`config.mk`:
```
export PLATFORM = sky130hd
export DESIGN_NAME = powlib_fifo_unpack_flat
export DESIGN_NICKNAME = d
export VERILOG_FILES = /design/src/rtl/powlib_fifo_unpack_pkg.sv /design/src/rtl/powlib_fifo_unpack_if.sv /design/src/rtl/powlib_fifo_unpack_sel.sv /design/src/rtl/powlib_fifo_unpack.sv /design/src/flat_wrapper.sv
export SDC_FILE = /design/constraint.sdc
export NUM_CORES = 1
export LEC_CHECK = 0
export CELL_PAD_IN_SITES_DETAIL_PLACEMENT = 0
export CELL_PAD_IN_SITES_GLOBAL_PLACEMENT = 1
export CORE_MARGIN = 5
export CORE_UTILIZATION = 37
export CTS_BUF_LIST = sky130_fd_sc_hd__clkbuf_4 sky130_fd_sc_hd__clkbuf_8
export DETAILED_ROUTE_END_ITERATION = 8
export PLACE_DENSITY_LB_ADDON = 0.1
export SYNTH_ARGS = -nofsm -noshare
export SYNTH_HDL_FRONTEND = slang
export SYNTH_SLANG_ARGS = --single-unit
```
`constraint.sdc`:
```
create_clock -name clk -period 1.5 [get_ports clk]
set_input_delay 0.225 -clock clk [delete_from_list [all_inputs] [get_ports clk]]
set_output_delay 0.225 -clock clk [all_outputs]
set_load 0.005 [all_outputs]
```
`src/rtl/powlib_fifo_unpack_pkg.sv`:
```
// rtl/powlib_fifo_unpack_pkg.sv - shared helpers for the FIFO read-side unpacker
package powlib_fifo_unpack_pkg;

  // Bits needed to index 'value' items (ceil(log2(value))).
  function automatic int powlib_clogb2(input int value);
    int v;
    int r;
    v = value - 1;
    r = 0;
    for (int i = 0; i < 32; i++) begin
      if (v > 0) begin
        r = r + 1;
        v = v >> 1;
      end
    end
    return r;
  endfunction

endpackage

```
`src/rtl/powlib_fifo_unpack_if.sv`:
```
// rtl/powlib_fifo_unpack_if.sv - wide-entry input and narrow-beat output handshakes
interface powlib_fifo_unpack_if
  import powlib_fifo_unpack_pkg::*;
#(
  parameter int W = 8,
  parameter int R = 4
);
  localparam int WL = powlib_clogb2(R);

  logic [R*W-1:0] wrdata;
  logic [WL-1:0]  wrlen;
  logic           wrvld;
  logic           wrrdy;
  logic [W-1:0]   rddata;
  logic           rdlast;
  logic           rdvld;
  logic           rdrdy;

  modport master (
    output wrdata, wrlen, wrvld, rdrdy,
    input  wrrdy, rddata, rdlast, rdvld
  );

  modport slave (
    input  wrdata, wrlen, wrvld, rdrdy,
    output wrrdy, rddata, rdlast, rdvld
  );
endinterface

```
`src/rtl/powlib_fifo_unpack_sel.sv`:
```
// rtl/powlib_fifo_unpack_sel.sv - picks narrow beat idx_i out of a held wide entry
module powlib_fifo_unpack_sel
  import powlib_fifo_unpack_pkg::*;
#(
  parameter int W    = 8,
  parameter int R    = 4,
  parameter int EMSB = 0,
  parameter int WL   = powlib_clogb2(R)
) (
  input  logic [R*W-1:0] data_i,
  input  logic [WL-1:0]  idx_i,
  output logic [W-1:0]   beat_o
);
  logic [W-1:0] beats [R];

  // EMSB reverses beat order so beat 0 is the most significant slice.
  for (genvar i = 0; i < R; i++) begin : g_beat
    localparam int SLICE = (EMSB != 0) ? (R - 1 - i) : i;
    assign beats[i] = data_i[SLICE*W +: W];
  end

  assign beat_o = beats[idx_i];
endmodule

```
`src/rtl/powlib_fifo_unpack.sv`:
```
// rtl/powlib_fifo_unpack.sv - replays one popped wide FIFO entry as a stream of narrow beats
module powlib_fifo_unpack
  import powlib_fifo_unpack_pkg::*;
#(
  parameter int    W    = 8,
  parameter int    R    = 4,
  parameter int    EMSB = 0,
  parameter int    EDBG = 0,
  parameter string ID   = "UNPACK"
) (
  input  logic              clk,
  input  logic              rst,
  powlib_fifo_unpack_if.slave bus
);
  localparam int            WL   = powlib_clogb2(R);
  localparam logic [WL-1:0] LMAX = WL'(R - 1);

  if (EDBG != 0 && R < 2) begin : g_bad_r
    $error("%s: R must be at least 2", ID);
  end

  logic           busy_q, busy_d;
  logic [WL-1:0]  idx_q, idx_d;
  logic [WL-1:0]  len_q, len_d;
  logic [R*W-1:0] data_q, data_d;
  logic           wrinc, rdinc, last;

  assign last  = busy_q && (idx_q == len_q);
  assign rdinc = busy_q && bus.rdrdy;
  // Refill in the same cycle the last beat leaves, so entries run back to back.
  assign bus.wrrdy  = rst && (!busy_q || (rdinc && last));
  assign wrinc      = bus.wrvld && bus.wrrdy;
  assign bus.rdvld  = busy_q;
  assign bus.rdlast = last;

  always_comb begin
    busy_d = busy_q;
    idx_d  = idx_q;
    len_d  = len_q;
    data_d = data_q;
    if (rdinc) begin
      if (last) begin
        busy_d = 1'b0;
        idx_d  = '0;
      end else begin
        idx_d = idx_q + 1'b1;
      end
    end
    if (wrinc) begin
      busy_d = 1'b1;
      idx_d  = '0;
      data_d = bus.wrdata;
      len_d  = (bus.wrlen > LMAX) ? LMAX : bus.wrlen;
    end
  end

  always_ff @(posedge clk) begin
    if (!rst) begin
      busy_q <= 1'b0;
      idx_q  <= '0;
      len_q  <= '0;
      data_q <= '0;
    end else begin
      busy_q <= busy_d;
      idx_q  <= idx_d;
      len_q  <= len_d;
      data_q <= data_d;
    end
  end

  powlib_fifo_unpack_sel #(
    .W    (W),
    .R    (R),
    .EMSB (EMSB),
    .WL   (WL)
  ) u_sel (
    .data_i (data_q),
    .idx_i  (idx_q),
    .beat_o (bus.rddata)
  );
endmodule

```
`src/flat_wrapper.sv`:
```
// flat-port wrapper written by rule: the top's interface ports become plain ports
module powlib_fifo_unpack_flat import powlib_fifo_unpack_pkg::*;
#(
  parameter int    W    = 8,
  parameter int    R    = 4,
  parameter int    EMSB = 0,
  parameter int    EDBG = 0,
  parameter string ID   = "      "
)
  (clk, rst, bus_wrdata, bus_wrlen, bus_wrvld, bus_rdrdy, bus_wrrdy, bus_rddata, bus_rdlast, bus_rdvld);
  powlib_fifo_unpack_if #(.W(W), .R(R)) bus_i ();
  input  logic clk;
  input  logic rst;
  input wire logic [$bits(bus_i.wrdata)-1:0] bus_wrdata;
  input wire logic [$bits(bus_i.wrlen)-1:0] bus_wrlen;
  input wire logic [$bits(bus_i.wrvld)-1:0] bus_wrvld;
  input wire logic [$bits(bus_i.rdrdy)-1:0] bus_rdrdy;
  output wire logic [$bits(bus_i.wrrdy)-1:0] bus_wrrdy;
  output wire logic [$bits(bus_i.rddata)-1:0] bus_rddata;
  output wire logic [$bits(bus_i.rdlast)-1:0] bus_rdlast;
  output wire logic [$bits(bus_i.rdvld)-1:0] bus_rdvld;
  assign bus_i.wrdata = bus_wrdata;
  assign bus_i.wrlen = bus_wrlen;
  assign bus_i.wrvld = bus_wrvld;
  assign bus_i.rdrdy = bus_rdrdy;
  assign bus_wrrdy = bus_i.wrrdy;
  assign bus_rddata = bus_i.rddata;
  assign bus_rdlast = bus_i.rdlast;
  assign bus_rdvld = bus_i.rdvld;
  powlib_fifo_unpack #(.W(W), .R(R), .EMSB(EMSB), .EDBG(EDBG), .ID(ID)) u_core (.clk(clk), .rst(rst), .bus(bus_i));
endmodule
```
### Word-level counts from Yosys, hierarchy flattened

Cells that the tools add are included.

| storage, ports and cells | value |
|---|---|
| bits in writable memories | 0 |
| bits in read-only memories | 0 |
| register bits | 37 |
| bits of input ports | 38 |
| memories | 0 |
| bits in latches | 0 |

| operators by class | value |
|---|---|
| shift-type cells | 0 |
| add/sub/neg operators | 1 |
| equal/unequal tests | 1 |
| bitwise gates (word level) | 2 |
| multipliers | 0 |
| mux-type cells | 8 |
| reduce and logical (&&, ||, !) cells | 11 |
| order comparisons | 2 |
| div/mod/pow operators | 0 |

Operators by type and width:

| kind | count |
|---|---|
| binary-select mux 8 bit (select 2 bit) | 1 |
| two-way mux 8 bit | 2 |
| logical AND 1 bit | 5 |
| two-way mux 2 bit | 2 |
| nonzero test 2 bit | 2 |
| greater-or-equal comparator 3 bit, second input constant | 1 |
| two-way mux 1 bit | 3 |
| inverter 2 -> 3 bit | 1 |
| adder 2 x 1 -> 2 bit, second input constant | 1 |
| == test 2 bit | 1 |
| greater-than comparator 2 bit, second input constant | 1 |
| AND reduction 2 bit | 1 |
| OR reduction 2 bit | 1 |
| zero test 1 bit | 1 |
| logical OR 1 bit | 1 |
| inverter 1 bit | 1 |

### Depth between registers and ports, before layout

Gate-level depths: netlist of the first run.

| depth | value |
|---|---|
| depth in word-level cells | 8 |
| gate-level depth with buffers | 5 |

### Cells and area by module

Synthesis of the first run repeated with hierarchy kept, for this count alone.

| second synthesis, totals | value |
|---|---|
| cells, all modules | 182 |
| area total of the unflattened synthesis | 1767.9 µm² |

Modules (own cells, without submodules):

| module | cells each | area each (µm²) | times used |
|---|---|---|---|
| powlib_fifo_unpack | 172 | 1571.5 | 1 |
| powlib_fifo_unpack_sel | 10 | 196.4 | 1 |

### Worst setup path before layout of the first run

No wires, ideal clock.

| timing path | value |
|---|---|
| kind | reg2out |
| start | register u_core.idx_q[0] |
| end | output bus_rddata[0] |
| stages on the path, launching flop included | 3 |
| buffers on the path | 1 |
| arrival time | 1.181 ns |
| slack | 0.094 ns |
| required time | 1.275 ns |
| cell sequence | dfxtp_1 -> buf_2 -> mux4_2 |

| on the way | value |
|---|---|
| word-level cells in the longest chain between the ends | 4 |

Ends and longest elaborated chain:

| what | line | source |
|---|---|---|
| start, declared | powlib_fifo_unpack.sv:23 | `logic [WL-1:0] idx_q, idx_d;` |
| start signal, assigned | powlib_fifo_unpack.sv:65 | `idx_q <= idx_d;` |
| inverter 2 -> 3 bit (implied by the code) | powlib_fifo_unpack_sel.sv:22 | `assign beat_o = beats[idx_i];` |
| binary-select mux 8 bit (select 2 bit) | powlib_fifo_unpack_sel.sv:22 |  |
| two-way mux 8 bit (implied by the code) (2 in series) | powlib_fifo_unpack_sel.sv:22 |  |
| end, declared | flat_wrapper.sv:19 | `output wire logic [$bits(bus_i.rddata)-1:0] bus_rddata;` |

No other way between the ends. The select of a mux whose other input is x is not followed.

### Worst setup path after layout of the first run

| timing path | value |
|---|---|
| start | register u_core.idx_q[0] |
| end | output bus_rddata[7] |

The elaborated chain is that of the path after synthesis.

==> results.sh, run 1 <==
export IMPL_status="finished, violations left"
export IMPL_violations="setup timing"
export IMPL_r2r_start="u_core.idx_q[0]$_SDFFE_PP0N_"
export IMPL_powerDensity_nw_per_um2=917
export IMPL_dieHeight_microns=79.2
export IMPL_cts_max_level=2
export IMPL_max_freq_ghz=0.609
export IMPL_p_total_mw=2.40
export IMPL_min_period_ps=1640
export IMPL_path_class="reg -> out"
export IMPL_finalHoldViolations=0
export IMPL_grt_use_total_pct=15.3
export IMPL_startpoint="u_core.idx_q[0]$_SDFFE_PP0N_"
export IMPL_portBuffers=48
export IMPL_hold_class="in -> reg"
export IMPL_drive_above_1_share_pct=23.2
export IMPL_pin_count=49
export IMPL_hold_start="rst"
export IMPL_cts_root_buffer_cell="clkbuf_8"
export IMPL_clk_latency_ps=290
export IMPL_final_common_cell="nand2_1"
export IMPL_drt_pass1_iterations=6
export IMPL_synthesis_area_sq_um=1770
export IMPL_syn_area_per_cell_sq_um=9.75
export IMPL_maxCapViolCount=0
export IMPL_cp_start_kind="register"
export IMPL_synth_seq_cells=37
export IMPL_cts_sinks=37
export IMPL_ctsHoldBuffers=0
export IMPL_vdd_drop_max_mv=0.396
export IMPL_grt_pass1_vias=1478
export IMPL_die_w_microns=79.2
export IMPL_final_util_pct=55.8
export IMPL_finalSetupTns_ps=-1860
export IMPL_cts_made_buffers=5
export IMPL_dp_slack_ps=-244
export IMPL_critPathMaxFanout=4
export IMPL_grt_use_met1_pct=20.5
export IMPL_drv_slew=0
export IMPL_drc_errors=0
export IMPL_grt_ovfl_total=0
export IMPL_tightest_slew_ps=281
export IMPL_dp_hpwl_microns=3000
export IMPL_yosysSeqAreaShare_pct=41.7
export IMPL_syn_inst=182
export IMPL_wl_per_cell_microns=15.0
export IMPL_via_count=1478
export IMPL_ys_flop_type="dfxtp_1"
export IMPL_fin_crit_sh_pct=110
export IMPL_globalRouteMet2Util_pct=23.3
export IMPL_synth_top_area_share_pct=41.7
export IMPL_final_cell_mix="69 x nand2_1, 37 x clkdlybuf4s50_1, 35 x dfxtp_1"
export IMPL_ant_nets=0
export IMPL_cp_arrival_ps=1420
export IMPL_final_cells=300
export IMPL_drtIter0Drc=63
export IMPL_routed_wl_microns=4510
export IMPL_synth_edf_count=0
export IMPL_finClkSkew_ps=2.25
export IMPL_yosysWarnings=0
export IMPL_yosys_area_top_type="dfxtp_1"
export IMPL_setup_viol=40
export IMPL_vias_per_cell=4.93
export IMPL_relSlewSlack_pct=81.3
export IMPL_initial_core_util_pct=37.8
export IMPL_synth_distinct_cells=26
export IMPL_syn_nets=220
export IMPL_routabilityCongestion=0.818
export IMPL_cp_required_ps=1270
export IMPL_antenna_found_initial=0
export IMPL_cts_buffer_depth=2
export IMPL_grt_max_degree=72
export IMPL_nets=284
export IMPL_grt_busiest_layer="met2"
export IMPL_use_met3_pct=5.33
export IMPL_worst_slack_ps=-143
export IMPL_dp_cells=285
export IMPL_syn_to_final_growth_pct=47.7
export IMPL_rows=25
export IMPL_async_flop_share_pct=0
export IMPL_p_leak_nw=1.12
export IMPL_grt_pass1_wl_microns=7450
export IMPL_core_sq_um=4690
export IMPL_synth_area_top_cells="dfxtp_1 42%, mux2i_1 19%, nand2_1 15%"
export IMPL_clkTransAtPathRegs_ps=70
export IMPL_fp_dieArea_sq_um=6280
export IMPL_diodes=0
export IMPL_rsz0062_at_grt="yes"
export IMPL_cts_tree="built"
export IMPL_end_kind="output pin"
timing repair:
action	CTS	global route
setup buffers	6	2
cloned	2	2
gates resized for setup	56	11
endpoints found under the setup margin	44	44
pin swaps	5	3
per-stage QoR:
stage | hold WS, ps | instance area (sq um)
finish | 419 | 2620
global route | 448 | 2620
CTS | 430 | 2580
detailed placement | 453 | 2370
global placement | 443 | 2370
floorplan | 349 | 1770
flip-flops by register name (all words and copies together), names as in the netlist:
signal            cells
u_core.data_q        32
u_core.idx_q          2
u_core.len_q          2
u_core.bus.rdvld      1
worst paths after layout:
| check | to | slack (ps) | cells after the start |
|---|---|---|---|
| worst min-delay path | u_core.bus.rdvld$_SDFFE_PN0P_ | 420 | 3 |
| worst max-delay path | bus_rddata[7] | -140 | 3 |
| worst min register to register | u_core.data_q[16]$_SDFFE_PN0P_ | 460 | 2 |
| worst max register to register | u_core.data_q[7]$_SDFFE_PN0P_ | -50 | 7 |
cell families (layout without fill, tap and decap cells):
| kind of cell | after synthesis | after routing | synth area share, % |
|---|---|---|---|
| AOI/OAI and AO/OA | 7 | 7 | 3.24 |
| xor gates and xnor gates | 2 | 2 | 0.987 |
| buffers and inverters | 15 | 79 | 6.42 |
| DFF | 37 | 37 | 41.7 |
| muxes | 42 | 42 | 29.5 |
| and+or+nand+nor | 79 | 79 | 18.1 |
per-layer routing:
metal | share of wire, % | vias to the layer above
li1 | - | 746
met1 | 48 | 694
met2 | 46 | 33
met3 | 4.9 | 5
met4 | 0.69 | 0
met5 | 0 | -
critical path, cell delays in order, from the launching register on:
cell	delay (ps)
dfxtp_4	380
buf_6	120
mux4_2	490
buf_2	140
power by group:
group / leakage [nW] / internal [mW] / switching [mW] / total, mW
registers: 0.306 / 1.06 / 0.0501 / 1.11
clock network: 0.0477 / 0.383 / 0.335 / 0.718
logic: 0.767 / 0.358 / 0.214 / 0.573
total: 1.12 / 1.80 / 0.600 / 2.40
cells in the mapped netlist (2+ instances only):
cell	count
a31oi_1	2
buf_12	2
buf_2	5
clkbuf_1	4
dfxtp_1	37
mux2i_1	34
mux4_2	7
nand2_1	69
nand2b_1	2
nand3_1	2
nor2b_1	2
xnor2_1	2
area by class of cell:
class	instances	area, sq um
Clock buffer	7	90.1
Fill cell	414	2070
Inverter	1	3.75
Multi-Input combinational cell	130	977
Sequential cell	37	746
Tap cell	54	67.6
Timing Repair Buffer	71	736
No activity file was read; power rests on OpenSTA's default activity.
==> run 2: changes to the inputs <==
SLEW_MARGIN = 20   (was unset)
==> results of run 2 <==
Same layout as run 1: the final DEF is identical, and so are final timing and power.
